==> src/rtl/req_apb_bridge_pkg.sv <==
// Shared APB definitions: bus widths, wait-timer width and bridge state encoding.
package req_apb_bridge_pkg;

  localparam int APB_ADDR_W = 32;
  localparam int APB_DATA_W = 32;
  localparam int APB_STRB_W = 4;
  localparam int APB_PROT_W = 3;
  localparam int TIMER_W    = 16;

  typedef enum logic [1:0] {
    ST_IDLE   = 2'd0,
    ST_SETUP  = 2'd1,
    ST_ACCESS = 2'd2,
    ST_RESP   = 2'd3
  } bridge_state_e;

endpackage

==> src/rtl/req_apb_bridge_wait_timer.sv <==
// Saturating count of PREADY-low ACCESS cycles; flags the last tolerated cycle.
module apb_wait_timer
  import req_apb_bridge_pkg::*;
#(
  parameter int TIMEOUT = 16
) (
  input  logic PCLK,
  input  logic PRESETn,
  input  logic clear,
  input  logic enable,
  output logic expired
);

  localparam bit            TIMER_ON = (TIMEOUT != 0);
  localparam logic [31:0]   LIMIT    = TIMER_ON ? 32'(TIMEOUT - 1) : 32'd0;

  logic [TIMER_W-1:0] count;

  always_ff @(posedge PCLK or negedge PRESETn) begin
    if (!PRESETn) begin
      count <= '0;
    end else if (clear) begin
      count <= '0;
    end else if (enable && (count != '1)) begin
      count <= count + 1'b1;
    end
  end

  // A TIMEOUT larger than the counter range can never match, so it behaves as disabled.
  assign expired = TIMER_ON && ({{(32 - TIMER_W){1'b0}}, count} == LIMIT);

endmodule

==> src/rtl/req_apb_bridge.sv <==
// Single-outstanding request/response to APB4 master bridge with optional PREADY timeout.
module req_apb_bridge
  import req_apb_bridge_pkg::*;
#(
  parameter int TIMEOUT = 16
) (
  input  logic                  PCLK,
  input  logic                  PRESETn,
  input  logic                  REQ_VALID,
  output logic                  REQ_READY,
  input  logic [APB_ADDR_W-1:0] REQ_ADDR,
  input  logic                  REQ_WRITE,
  input  logic [APB_DATA_W-1:0] REQ_WDATA,
  input  logic [APB_STRB_W-1:0] REQ_STRB,
  input  logic [APB_PROT_W-1:0] REQ_PROT,
  output logic                  RSP_VALID,
  input  logic                  RSP_READY,
  output logic [APB_DATA_W-1:0] RSP_RDATA,
  output logic                  RSP_ERR,
  output logic                  PSEL,
  output logic                  PENABLE,
  output logic                  PWRITE,
  output logic [APB_ADDR_W-1:0] PADDR,
  output logic [APB_DATA_W-1:0] PWDATA,
  output logic [APB_STRB_W-1:0] PSTRB,
  output logic [APB_PROT_W-1:0] PPROT,
  input  logic                  PREADY,
  input  logic                  PSLVERR,
  input  logic [APB_DATA_W-1:0] PRDATA
);

  bridge_state_e state;
  logic          timer_clear;
  logic          timer_enable;
  logic          timer_expired;

  assign REQ_READY    = (state == ST_IDLE);
  assign timer_clear  = (state == ST_SETUP);
  assign timer_enable = (state == ST_ACCESS) && !PREADY;

  apb_wait_timer #(
    .TIMEOUT(TIMEOUT)
  ) u_wait_timer (
    .PCLK    (PCLK),
    .PRESETn (PRESETn),
    .clear   (timer_clear),
    .enable  (timer_enable),
    .expired (timer_expired)
  );

  always_ff @(posedge PCLK or negedge PRESETn) begin
    if (!PRESETn) begin
      state     <= ST_IDLE;
      PSEL      <= 1'b0;
      PENABLE   <= 1'b0;
      PWRITE    <= 1'b0;
      PADDR     <= '0;
      PWDATA    <= '0;
      PSTRB     <= '0;
      PPROT     <= '0;
      RSP_VALID <= 1'b0;
      RSP_ERR   <= 1'b0;
      RSP_RDATA <= '0;
    end else begin
      case (state)
        ST_IDLE: begin
          if (REQ_VALID) begin
            PADDR   <= REQ_ADDR;
            PWRITE  <= REQ_WRITE;
            PWDATA  <= REQ_WDATA;
            PSTRB   <= REQ_WRITE ? REQ_STRB : '0;
            PPROT   <= REQ_PROT;
            PSEL    <= 1'b1;
            PENABLE <= 1'b0;
            state   <= ST_SETUP;
          end
        end
        ST_SETUP: begin
          PENABLE <= 1'b1;
          state   <= ST_ACCESS;
        end
        // A completing PREADY takes priority over a timeout firing on the same cycle.
        ST_ACCESS: begin
          if (PREADY) begin
            PSEL      <= 1'b0;
            PENABLE   <= 1'b0;
            RSP_ERR   <= PSLVERR;
            RSP_RDATA <= PWRITE ? '0 : PRDATA;
            RSP_VALID <= 1'b1;
            state     <= ST_RESP;
          end else if (timer_expired) begin
            PSEL      <= 1'b0;
            PENABLE   <= 1'b0;
            RSP_ERR   <= 1'b1;
            RSP_RDATA <= '0;
            RSP_VALID <= 1'b1;
            state     <= ST_RESP;
          end
        end
        ST_RESP: begin
          if (RSP_READY) begin
            RSP_VALID <= 1'b0;
            state     <= ST_IDLE;
          end
        end
        default: state <= ST_IDLE;
      endcase
    end
  end

endmodule
==> config.mk <==
export PLATFORM = sky130hd
export DESIGN_NAME = req_apb_bridge
export DESIGN_NICKNAME = d
export VERILOG_FILES = /design/src/rtl/req_apb_bridge_pkg.sv /design/src/rtl/req_apb_bridge_wait_timer.sv /design/src/rtl/req_apb_bridge.sv
export SDC_FILE = /design/constraint.sdc
export NUM_CORES = 1
export LEC_CHECK = 0
export ABC_AREA = 0
export CELL_PAD_IN_SITES_DETAIL_PLACEMENT = 0
export CELL_PAD_IN_SITES_GLOBAL_PLACEMENT = 1
export CORE_UTILIZATION = 32
export CTS_CLUSTER_DIAMETER = 30
export DETAILED_ROUTE_END_ITERATION = 7
export HOLD_SLACK_MARGIN = 0.1
export PLACE_DENSITY = 0.85
export SYNTH_ARGS = -nofsm -noshare
export SYNTH_HDL_FRONTEND = slang
export SYNTH_SLANG_ARGS = --single-unit
==> constraint.sdc <==
create_clock -name PCLK -period 2.5 [get_ports PCLK]
set_input_delay 0.25 -clock PCLK [delete_from_list [all_inputs] [get_ports PCLK]]
set_output_delay 0.25 -clock PCLK [all_outputs]
set_load 0.1 [all_outputs]
Word level (Yosys, flattened, before mapping)
Index checks and enable logic that the tools add are counted.
{ "totals": {"out_inout_bits": 109, "reg_bits": 126, "wordCells": 58, "in_bits": 110} }
{ "classes": {"reduce_logical": 15, "muxes": 22, "add_sub_neg": 1, "n_eq_ne": 8} }
{ "op_table": {"columns": ["op", "n"], "rows": [
  ["2-to-1 mux 32 bit", 3],
  ["2-to-1 mux 16 bit", 2],
  ["adder 16 x 1 -> 16 bit, second input constant", 1],
  ["== test 16 x 4 -> 1 bit, second input constant", 1],
  ["inequality test 16 bit, second input constant", 1],
  ["AND reduction 3 bit", 4],
  ["2-to-1 mux 1 bit", 8],
  ["2-to-1 mux 2 bit", 4],
  ["case mux 2 bit (4 select lines)", 1],
  ["nonzero test 2 bit", 4],
  ["== test 2 bit, second input constant", 2],
  ["2-to-1 mux 4 bit", 1],
  ["inequality test 2 bit, second input constant", 2],
  ["case mux 1 bit (2 select lines)", 2],
  ["AND reduction 2 bit", 2],
  ["inequality test 3 bit, second input constant", 1],
  ["case mux 1 bit (3 select lines)", 1],
  ["nonzero test 3 bit", 1],
  ["== test 2 x 1 -> 1 bit, second input constant", 1],
  ["logical AND 1 bit", 2],
  ["zero test 2 bit", 1],
  ["zero test 1 bit", 1]
]} }

Longest topological paths before layout
Gate-level depths: netlist of run 1.
{ "depth": {"word_depth": 5, "mapped_depth": 8, "mapped_depth_nobuf": 7} }

Modules after synthesis
From an unflattened synthesis of run 1, not the netlist that was laid out.
{ "hier_totals": {"hier_cells": 438, "area_unflattened_um2": 5415.2} }
{ "by_module_without_submodules": {"columns": ["mod", "seq_area_each_um2", "area_each_um2", "cells_each", "n_inst"], "rows": [
  ["req_apb_bridge", 2752.6, 4475.5, 337, 1],
  ["apb_wait_timer", 400.4, 939.7, 101, 1]
]} }

Least setup slack after synthesis of run 1
No wires, ideal clock.
{ "synth_path": {"path_type": "register to register", "start": "register state[0]", "end": "register PADDR[21]", "path_stages_with_launch": 7, "setup_ps": 126, "arrival_ps": 2267, "path_slack_ps": 107, "n_path_buf": 2, "period_less_slack_ps": 2393, "required_time_ps": 2374, "path_cell_list": "dfrtp_1 -> inv_1 -> ha_1 -> nand2_1 -> clkbuf_1 -> clkbuf_1 -> mux2_2"} }
{ "synth_via": {"elab_chain_len": 2} }
{ "synth_lines": {"columns": ["element", "line_no", "source"], "rows": [
  ["from (decl)", "req_apb_bridge.sv:32", "bridge_state_e state;"],
  ["from (signal assigned)", "req_apb_bridge.sv:53", "state <= ST_IDLE;"],
  ["from (signal assigned)", "req_apb_bridge.sv:75", "state <= ST_SETUP;"],
  ["from (signal assigned)", "req_apb_bridge.sv:80", "state <= ST_ACCESS;"],
  ["zero test 2 bit", null, null],
  ["named net REQ_READY", "req_apb_bridge.sv:10", "output logic REQ_READY,"],
  ["AND reduction 2 bit (no line)", null, null],
  ["to (signal assigned)", "req_apb_bridge.sv:57", "PADDR <= '0;"],
  ["to (signal assigned)", "req_apb_bridge.sv:68", "PADDR <= REQ_ADDR;"],
  ["to (decl)", "req_apb_bridge.sv:23", "output logic [APB_ADDR_W-1:0] PADDR,"]
]} }
The timed path passes the listed nets, and every way through them passes these cells.
A chain may end at the register's enable or synchronous reset.

Final worst setup path of run 1
{ "layout_path": {"start": "register u_wait_timer.count[0]", "end": "register RSP_RDATA[14]"} }
{ "layout_via": {"elab_chain_len": 3} }
{ "layout_lines": {"columns": ["element", "line_no", "source"], "rows": [
  ["from (decl)", "req_apb_bridge_wait_timer.sv:17", "logic [TIMER_W-1:0] count;"],
  ["from (signal assigned)", "req_apb_bridge_wait_timer.sv:25", "count <= count + 1'b1;"],
  ["== test 16 x 4 -> 1 bit", "req_apb_bridge_wait_timer.sv:30", "assign expired = TIMER_ON && ({{(32 - TIMER_W){1'b0}}, count} == LIMIT);"],
  ["nonzero test 2 bit (no line)", null, null],
  ["AND reduction 2 bit (no line)", null, null],
  ["to (signal assigned)", "req_apb_bridge.sv:88", "RSP_RDATA <= PWRITE ? '0 : PRDATA;"],
  ["to (decl)", "req_apb_bridge.sv:18", "output logic [APB_DATA_W-1:0] RSP_RDATA,"]
]} }
No other way between the ends.

==> results of run 1 <==
flip-flops by register name, summed over array words and instances (netlist names):
signal,flops
PWRITE,1
RSP_ERR,1
PWDATA,32
RSP_VALID,1
u_wait_timer.count,16
PENABLE,1
RSP_RDATA,32
PSEL,1
PSTRB,4
PADDR,32
state,2
PPROT,3
tightest hold or removal path, delay by kind of cell:
kind / cells / cell delay (ns)
simple gates: 2 / 0.12
buf+inv: 1 / 0.40
area by class of cell:
cell class                      count  share of cell area, %
Sequential cell                   126                  39.79
Timing Repair Buffer              228                  25.36
Multi-Input combinational cell    275                  24.08
Clock buffer                       26                  6.174
Tap cell                          216                  3.411
Clock inverter                      6                  1.042
Inverter                            3                 0.1421
worst paths after layout:
path	from	to	slack (ns)	depth (start not counted)
setup reg to reg	u_wait_timer.count[0]$_DFFE_PN0P_	RSP_RDATA[14]$_DFFE_PN0P_	0.54	7
hold / removal	PRDATA[3]	RSP_RDATA[3]$_DFFE_PN0P_	0.39	3
setup / recovery	u_wait_timer.count[0]$_DFFE_PN0P_	RSP_RDATA[14]$_DFFE_PN0P_	0.54	7
max in group asynchronous	PRESETn	PWDATA[4]$_DFFE_PN0P_	1.22	3
hold reg to reg	RSP_RDATA[28]$_DFFE_PN0P_	RSP_RDATA[28]$_DFFE_PN0P_	0.46	2
min in group asynchronous	PRESETn	RSP_RDATA[12]$_DFFE_PN0P_	0.45	2
Yosys cell counts, types with 2 or more instances:
| cell type | n | area [um2] |
|---|---|---|
| a21oi_1 | 2 | 10.01 |
| inv_1 | 3 | 11.26 |
| and3_1 | 3 | 18.77 |
| o21ai_1 | 2 | 10.01 |
| o21ai_0 | 8 | 40.04 |
| nand2_1 | 78 | 292.8 |
| ha_1 | 5 | 62.56 |
| nand2b_1 | 2 | 12.51 |
| mux2_2 | 70 | 788.3 |
| nor2_1 | 18 | 67.56 |
| nor2b_1 | 5 | 31.28 |
| and4_1 | 2 | 17.52 |
| nand3_1 | 39 | 195.2 |
| buf_2 | 7 | 35.03 |
| xor2_1 | 14 | 122.6 |
| nor4_1 | 2 | 12.51 |
| clkbuf_1 | 9 | 33.78 |
| nand4_1 | 5 | 31.28 |
| buf_6 | 4 | 45.04 |
| dfrtp_1 | 126 | 3153 |
cell families (layout without fill, tap and decap cells):
| group | after synthesis | after routing | synth area share [%] |
|---|---|---|---|
| adders and majority gates | 5 | 5 | 1.205 |
| muxes | 71 | 71 | 15.37 |
| DFF | 126 | 126 | 60.72 |
| AOI/OAI and AO/OA | 22 | 22 | 2.988 |
| buffers and inverters | 25 | 263 | 2.674 |
| xor gates and xnor gates | 14 | 14 | 2.361 |
| and+or+nand+nor | 163 | 163 | 14.67 |
stage by stage:
step	hold WS [ns]	setup slack [ns]	std cells	utilization, %
floorplan	-0.04559	0.1074	426	-
global placement	0.3212	0.5589	847	46.22
CTS	0.3727	0.5261	880	49.88
finish	0.3907	0.5371	880	49.88
detailed placement	0.3408	0.5428	847	46.22
global route	0.3996	0.3056	880	49.88
metal layers:
metal / share of wire [%] / vias to the layer above
met5: 0 / -
li1: - / 1910
met2: 49 / 169
met4: 1.8 / 0
met3: 9.0 / 16
met1: 40 / 1906
==> results.sh, run 1 <==
export IMPL_rsz0062_at_grt="false"
export IMPL_hp_class="input port to flip-flop"
export IMPL_fmax_mhz=509.5
export IMPL_via_per_inst=4.547
export IMPL_gp_congestion=0.7784
export IMPL_path_buf_inv=1
export IMPL_ys_seq_area_share_pct=60.72
export IMPL_fin_skew_ns=0.006844
export IMPL_cp_start_kind="flip-flop"
export IMPL_most_common_layout_cells="dfrtp_1 (126), buf_4 (117), clkdlybuf4s50_1 (108)"
export IMPL_cpPeakStageDelay_ns=0.40
export IMPL_cts_sinks=126
export IMPL_synth_warning_count=0
export IMPL_diodes=0
export IMPL_cts_resized=0
export IMPL_fin_tns_setup_ns=0
export IMPL_grt_pass1_vias=4079
export IMPL_post_cts_buffers=0
export IMPL_path_clk_slew_ns=0.05
export IMPL_gr_usage_met2_pct=27.04
export IMPL_rows=46
export IMPL_grt_start_max_net_pins=53
export IMPL_fill_cells=1436
export IMPL_drtAntennaViolNets=0
export IMPL_holdBufCountCts=1
export IMPL_place_area_um2=7342
export IMPL_grtUsageMet1_pct=19.16
export IMPL_crit_required_ns=2.84
export IMPL_cts_path_max_buffers=2
export IMPL_syn_area_um2=5192
export IMPL_maxCapViolCount=0
export IMPL_relSlewSlack_pct=53.83
export IMPL_design_portCount=219
export IMPL_synth_cell_types=42
export IMPL_firstDrtPassIters=4
export IMPL_arrival_ns=2.30
export IMPL_synth_main_ff_cell="dfrtp_1"
export IMPL_period_share_pct=78.51
export IMPL_io_buffers=218
export IMPL_die_area_um2=16740
export IMPL_top_usage_layer="met2"
export IMPL_outcome="completed"
export IMPL_cts_tree="yes"
export IMPL_worstMarginPinSlew_ns=0.6925
export IMPL_die_h_um=129.4
export IMPL_syn_nets=541
export IMPL_final_area_um2=7924
export IMPL_grt_use_met3_pct=6.276
export IMPL_grt_ovfl_total=0
export IMPL_antenna_found_initial=0
export IMPL_drc_errors=0
export IMPL_ys_ff_latch=126
export IMPL_crit_chain="ha_1 > and3_1 > a41oi_1 > nand2b_1 > buf_4 > nand2_1 > nand2_1"
export IMPL_cts_buffers=17
export IMPL_layout_nets=766
export IMPL_period_needed_ns=1.963
export IMPL_end_kind="flip-flop"
export IMPL_avgSynthCellArea_um2=12.19
export IMPL_via_count=4001
export IMPL_dp_hpwl_um=9834
export IMPL_multiInputGateArea_um2=1908
export IMPL_grt_pass1_wl_um=20970
export IMPL_grtUsageTotal_pct=16.42
export IMPL_core_um2=15890
export IMPL_synthCells=426
export IMPL_final_common_cell="dfrtp_1"
export IMPL_hold_violations=0
export IMPL_root_buffer="clkbuf_16"
export IMPL_crit_slowest_cell="dfrtp_1"
export IMPL_synthArstFlopShare_pct=100.0
export IMPL_h_tree_depth=4
export IMPL_synth_edf_count=0
export IMPL_finalSetupViolCount=0
export IMPL_fp_dieW_um=129.4
export IMPL_drt_total_wl_um=13590
export IMPL_criticalPathCategory="flip-flop to flip-flop"
export IMPL_final_seq_area_um2=3153
export IMPL_drv_slew=0
export IMPL_start_util_pct=32.69
export IMPL_insertion_delay_ns=0.41
export IMPL_avgRoutedWirePerCell_um=15.44
export IMPL_critPathMostFrequentCell="nand2_1"
export IMPL_cpLargestDelayFamily="simple AND/OR/NAND/NOR gates"
export IMPL_drt_iter0_markers=175
export IMPL_drive_gt1_share_pct=34.19
export IMPL_crit_fanout=32
export IMPL_syn2layout_area_growth_pct=52.60
Power of run 1 is not shown: default switching activity piles up to over one toggle a cycle in this logic, so the estimate is an artifact.
==> inputs of run 2 (changes only) <==
--- a/config.mk
+++ b/config.mk
@@ -8,11 +8,11 @@
 export ABC_AREA = 0
 export CELL_PAD_IN_SITES_DETAIL_PLACEMENT = 0
 export CELL_PAD_IN_SITES_GLOBAL_PLACEMENT = 1
-export CORE_UTILIZATION = 32
+export CORE_UTILIZATION = 29
 export CTS_CLUSTER_DIAMETER = 30
 export DETAILED_ROUTE_END_ITERATION = 7
 export HOLD_SLACK_MARGIN = 0.1
-export PLACE_DENSITY = 0.85
+export PLACE_DENSITY = 0.82
 export SYNTH_ARGS = -nofsm -noshare
 export SYNTH_HDL_FRONTEND = slang
 export SYNTH_SLANG_ARGS = --single-unit
==> constraint.sdc (replaced) <==
create_clock -name PCLK -period 1.8 [get_ports PCLK]
set_input_delay 0.18 -clock PCLK [delete_from_list [all_inputs] [get_ports PCLK]]
set_output_delay 0.18 -clock PCLK [all_outputs]
set_load 0.1 [all_outputs]
==> run 2 against run 1 <==
Effect of this change:
- die area increased by 10%
- count of clock-buffer cells in the layout decreased by 6
- via count increased by 4.4%
- sequential share of layout area decreased by 2.3 points
- wire length increased by 0.78%
==> results.sh, run 2 (synthesized netlist as in run 1, its figures left out) <==
export IMPL_outcome="completed"
export IMPL_end_kind="flip-flop"
export IMPL_cts_buffers=17
export IMPL_drt_iter0_markers=134
export IMPL_cts_tree="yes"
export IMPL_drt_total_wl_um=13690
export IMPL_grtUsageTotal_pct=14.47
export IMPL_cp_start_kind="flip-flop"
export IMPL_syn2layout_area_growth_pct=62.19
export IMPL_most_common_layout_cells="buf_4 (149), dfrtp_1 (125), clkdlybuf4s50_1 (108)"
export IMPL_criticalPathCategory="flip-flop to flip-flop"
export IMPL_die_area_um2=18440
export IMPL_grt_ovfl_total=0
export IMPL_drv_slew=0
export IMPL_fmax_mhz=576.8
export IMPL_gp_congestion=0.8056
export IMPL_avgRoutedWirePerCell_um=14.79
export IMPL_worstMarginPinSlew_ns=0.3850
export IMPL_crit_chain="buf_6 > nand4_4 > or3_4 > buf_4 > o21ai_4 > mux2i_1 > nor2_1"
export IMPL_cts_path_max_buffers=2
export IMPL_root_buffer="clkbuf_16"
export IMPL_period_needed_ns=1.734
export IMPL_final_common_cell="buf_4"
export IMPL_fill_cells=1547
export IMPL_relSlewSlack_pct=74.33
export IMPL_post_route_util_pct=48.35
export IMPL_reg2reg_depth=7
export IMPL_diodes=0
export IMPL_crit_fanout=6
export IMPL_drc_errors=0
export IMPL_rsz0062_at_grt="true"
export IMPL_dp_hpwl_um=10050
export IMPL_finalSetupViolCount=0
export IMPL_via_count=4178
export IMPL_grt_pass1_wl_um=20760
export IMPL_crit_slowest_cell="or3_4"
export IMPL_maxCapViolCount=0
export IMPL_arrival_ns=2.03
export IMPL_cpPeakStageDelay_ns=0.44
export IMPL_fp_dieW_um=135.8
export IMPL_path_clk_slew_ns=0.06
export IMPL_crit_required_ns=2.09
export IMPL_h_tree_depth=4
export IMPL_grt_start_max_net_pins=69
export IMPL_drtAntennaViolNets=0
export IMPL_rows=48
export IMPL_antenna_found_initial=0
export IMPL_via_per_inst=4.512
export IMPL_fin_skew_ns=0.01117
export IMPL_insertion_delay_ns=0.41
export IMPL_grt_pass1_vias=4302
export IMPL_io_buffers=218
export IMPL_firstDrtPassIters=6
export IMPL_drive_gt1_share_pct=39.80
export IMPL_layout_nets=803
export IMPL_core_um2=17420
export IMPL_hp_class="input port to async pin"
export IMPL_start_util_pct=29.81
export IMPL_hold_violations=0
export IMPL_cts_sinks=126
export IMPL_period_share_pct=96.32
export IMPL_design_portCount=219
export IMPL_die_h_um=135.8
export IMPL_reg_top3="PADDR: 32 flops, PWDATA: 32 flops, RSP_RDATA: 32 flops"
## run 2: cell types whose count changed in the layout (fill, tap and decap cells not counted), sizes merged
cell / previous run / this run
buf: 119 / 156
bufinv: 2 / 4
clkbuf: 26 / 20
clkinv: 3 / 4
clkinvlp: 1 / 2
inv: 3 / 5
## run 2: layer usage
| layer | track usage, % | up-vias | part of all wire (%) |
|---|---|---|---|
| li1 | - | 1981 | - |
| met1 | 17.02 | 2030 | 41 |
| met2 | 24.46 | 146 | 51 |
| met3 | 4.101 | 21 | 6.3 |
| met4 | 6.429 | 0 | 1.9 |
| met5 | 0 | - | 0 |
## run 2: stage by stage
stage	setup WS, ns	std cells	instance area, um2	setup TNS [ns]	hold slack, ns
floorplan	0.01056	426	5207	0	-0.1156
detailed placement	0.005599	890	7676	0	0.2061
global route	-0.009467	926	8422	-0.009467	0.3209
CTS	0.01713	923	8334	0	0.3024
finish	0.06617	926	8422	0	0.3033
global placement	0.05371	890	7676	0	0.2022
## run 2: critical path, delay by kind of cell, from the launching register on
family / cells / cell delay (ns)
multiplexers: 1 / 0.19
AO/OA/AOI/OAI: 1 / 0.14
flip-flops: 1 / 0.39
buffers and inverters: 2 / 0.30
AND/OR/NAND/NOR: 3 / 0.59
## run 2: what timing repair did
item                                    4_1_cts  5_1_grt
setup buffers                                 0        3
pin swaps                                     0        7
resized for setup                             1       14
endpoints found under the setup margin        1       32
hold endpoints to repair                    126        0
hold buffers                                  1        0
## run 2: area by class of cell
class / count / area (um2) / share of cell area [%]
clock inverter: 12 / 183.9 / 2.184
multi-input combinational: 275 / 1993 / 23.67
tap: 225 / 281.5 / 3.343
timing repair buffer: 265 / 2341 / 27.80
clock buffer: 20 / 456.7 / 5.423
sequential: 126 / 3154 / 37.45
inverter: 3 / 11.26 / 0.1337
## run 2: path summary, 6_finish.rpt
| check | slack (ns) | start | end |
|---|---|---|---|
| setup reg to reg | 0.07 | u_wait_timer.count[13]$_DFFE_PN0P_ | u_wait_timer.count[1]$_DFFE_PN0P_ |
| max in group asynchronous | 1.15 | PRESETn | RSP_RDATA[1]$_DFFE_PN0P_ |
| hold reg to reg | 0.47 | RSP_RDATA[6]$_DFFE_PN0P_ | RSP_RDATA[6]$_DFFE_PN0P_ |
| min in group PCLK | 0.32 | PRDATA[11] | RSP_RDATA[11]$_DFFE_PN0P_ |
| setup / recovery | 0.07 | u_wait_timer.count[13]$_DFFE_PN0P_ | u_wait_timer.count[1]$_DFFE_PN0P_ |
| hold / removal | 0.30 | PRESETn | RSP_VALID$_DFFE_PN0P_ |
Power of run 2 is left out for the same reason.
==> inputs of run 3 (changes only) <==
--- a/config.mk
+++ b/config.mk
@@ -8,11 +8,11 @@
 export ABC_AREA = 0
 export CELL_PAD_IN_SITES_DETAIL_PLACEMENT = 0
 export CELL_PAD_IN_SITES_GLOBAL_PLACEMENT = 1
-export CORE_UTILIZATION = 29
+export CORE_UTILIZATION = 32
 export CTS_CLUSTER_DIAMETER = 30
 export DETAILED_ROUTE_END_ITERATION = 7
 export HOLD_SLACK_MARGIN = 0.1
-export PLACE_DENSITY = 0.82
+export PLACE_DENSITY = 0.85
 export SYNTH_ARGS = -nofsm -noshare
 export SYNTH_HDL_FRONTEND = slang
 export SYNTH_SLANG_ARGS = --single-unit
==> constraint.sdc (replaced) <==
create_clock -name PCLK -period 1.7 [get_ports PCLK]
set_input_delay 0.17 -clock PCLK [delete_from_list [all_inputs] [get_ports PCLK]]
set_output_delay 0.17 -clock PCLK [all_outputs]
set_load 0.1 [all_outputs]
==> run 3 against run 2 <==
Effect of this change:
- the run now ends with setup timing left
- die area shrank 9.2%
- register-to-register slack got worse by 0.12 ns
- critical path depth stayed put
- worst hold slack worse by 0.019 ns
- cell count shrank 0.22%
- final area is 2.0% higher
- clock skew down 0.0036 ns
- sequential cell count is the same
- non-clock buffer count increased by 6
- setup slack worse by 0.12 ns
- wire length up 3.9%
- utilization increased by 5.7 points
- critical endpoint is now RSP_RDATA[19]$_DFFE_PN0P_
==> results.sh, run 3 (synthesized netlist as in run 1, its figures left out) <==
export IMPL_outcome="complete, but fails checks"
export IMPL_failed_checks="setup timing"
export IMPL_maxCapViolCount=0
export IMPL_avgRoutedWirePerCell_um=15.39
export IMPL_design_portCount=219
export IMPL_via_count=4268
export IMPL_h_tree_depth=4
export IMPL_fp_dieW_um=129.4
export IMPL_drc_errors=0
export IMPL_worstMarginPinSlew_ns=0.6518
export IMPL_cts_buffers=17
export IMPL_period_share_pct=103.3
export IMPL_cts_sinks=126
export IMPL_rows=46
export IMPL_criticalPathCategory="flip-flop to flip-flop"
export IMPL_start_util_pct=32.69
export IMPL_drt_iter0_markers=192
export IMPL_crit_slowest_cell="dfrtp_1"
export IMPL_hp_class="input port to async pin"
export IMPL_fill_cells=1368
export IMPL_fin_skew_ns=0.007617
export IMPL_syn2layout_area_growth_pct=65.49
export IMPL_dp_hpwl_um=9952
export IMPL_path_clk_slew_ns=0.05
export IMPL_drive_gt1_share_pct=41.24
export IMPL_crit_required_ns=2.04
export IMPL_hold_ws_ns=0.2843
export IMPL_rsz0062_at_grt="true"
export IMPL_cpPeakStageDelay_ns=0.41
export IMPL_end_kind="flip-flop"
export IMPL_grt_start_max_net_pins=78
export IMPL_insertion_delay_ns=0.41
export IMPL_diodes=0
export IMPL_firstDrtPassIters=4
export IMPL_dp_slack_ns=-0.1764
export IMPL_die_h_um=129.4
export IMPL_grt_pass1_wl_um=21230
export IMPL_setup_ws_ns=-0.05528
export IMPL_most_common_layout_cells="buf_4 (146), dfrtp_1 (125), clkdlybuf4s50_1 (108)"
export IMPL_crit_chain="nor4_4 > buf_4 > a41oi_2 > nor2b_4 > buf_12 > nand3_1 > nand2_1"
export IMPL_gp_congestion=0.8026
export IMPL_placed_cells=880
export IMPL_cts_path_max_buffers=2
export IMPL_core_um2=15890
export IMPL_grt_ovfl_total=0
export IMPL_drt_total_wl_um=14220
export IMPL_period_needed_ns=1.755
export IMPL_fin_cells=924
export IMPL_relSlewSlack_pct=56.55
export IMPL_grtUsageTotal_pct=16.67
export IMPL_via_per_inst=4.619
export IMPL_drtAntennaViolNets=0
export IMPL_die_area_um2=16740
export IMPL_crit_fanout=17
export IMPL_arrival_ns=2.09
export IMPL_final_common_cell="buf_4"
export IMPL_root_buffer="clkbuf_16"
export IMPL_layout_nets=810
export IMPL_finalSetupViolCount=38
export IMPL_drv_slew=0
export IMPL_grt_pass1_vias=4250
export IMPL_cp_start_kind="flip-flop"
export IMPL_antenna_found_initial=0
export IMPL_hold_violations=0
export IMPL_cts_tree="yes"
export IMPL_io_buffers=218
export IMPL_fmax_mhz=569.7
export IMPL_reg_top3="PADDR: 32 flops, PWDATA: 32 flops, RSP_RDATA: 32 flops"
==> run 3: stage by stage <==
stage	util (%)	cell area (um2)	TNS (ns)
2_1_floorplan	-	5215	-0.3361
3_5_place_dp	48.68	7732	-3.682
3_3_place_gp	48.68	7732	-1.225
5_1_grt	54.10	8593	-3.476
4_1_cts	52.95	8411	-0.1559
6_report	54.10	8593	-1.181
==> run 3: path summary, 6_finish.rpt <==
check,from,end,slack (ns),cells past startpoint
worst max register to register,u_wait_timer.count[6]$_DFFE_PN0P_,RSP_RDATA[19]$_DFFE_PN0P_,-0.06,7
worst min register to register,RSP_RDATA[13]$_DFFE_PN0P_,RSP_RDATA[13]$_DFFE_PN0P_,0.46,2
min in group PCLK,PRDATA[28],RSP_RDATA[28]$_DFFE_PN0P_,0.30,3
max in group asynchronous,PRESETn,PADDR[10]$_DFFE_PN0P_,1.02,3
worst min-delay path,PRESETn,RSP_VALID$_DFFE_PN0P_,0.28,3
worst max-delay path,u_wait_timer.count[6]$_DFFE_PN0P_,RSP_RDATA[19]$_DFFE_PN0P_,-0.06,7
==> run 3: worst max-delay path: cells and delay by family, from the launching register on <==
| kind | cells | cell delay [ns] |
|---|---|---|
| flip-flops | 1 | 0.41 |
| AO/OA/AOI/OAI | 1 | 0.18 |
| AND/OR/NAND/NOR | 4 | 0.75 |
| buffers and inverters | 2 | 0.35 |
==> run 3: repair_timing <==
action,4_1_cts,5_1_grt
setup endpoints to repair,49,51
gates resized for setup,8,18
cloned,1,1
pin swaps,5,17
setup buffers,0,9
endpoints found under the hold margin,126,0
hold buffers,1,0
==> run 3: routing by layer <==
layer	GRT usage [%]	share of wire (%)
met5	0	0
met4	6.298	1.8
met3	5.904	7.0
met2	29.00	53
met1	18.72	39
==> run 3: final cells by class <==
type / count / area (um2) / area share [%]
repair buffers: 271 / 2486 / 28.93
clock buffers: 23 / 508.0 / 5.911
multi-input cells: 276 / 2057 / 23.94
well taps: 216 / 270.3 / 3.145
inverters: 3 / 11.26 / 0.1310
clock inverters: 9 / 106.4 / 1.238
flip-flops and latches: 126 / 3154 / 36.71
Power of run 3 is left out for the same reason.
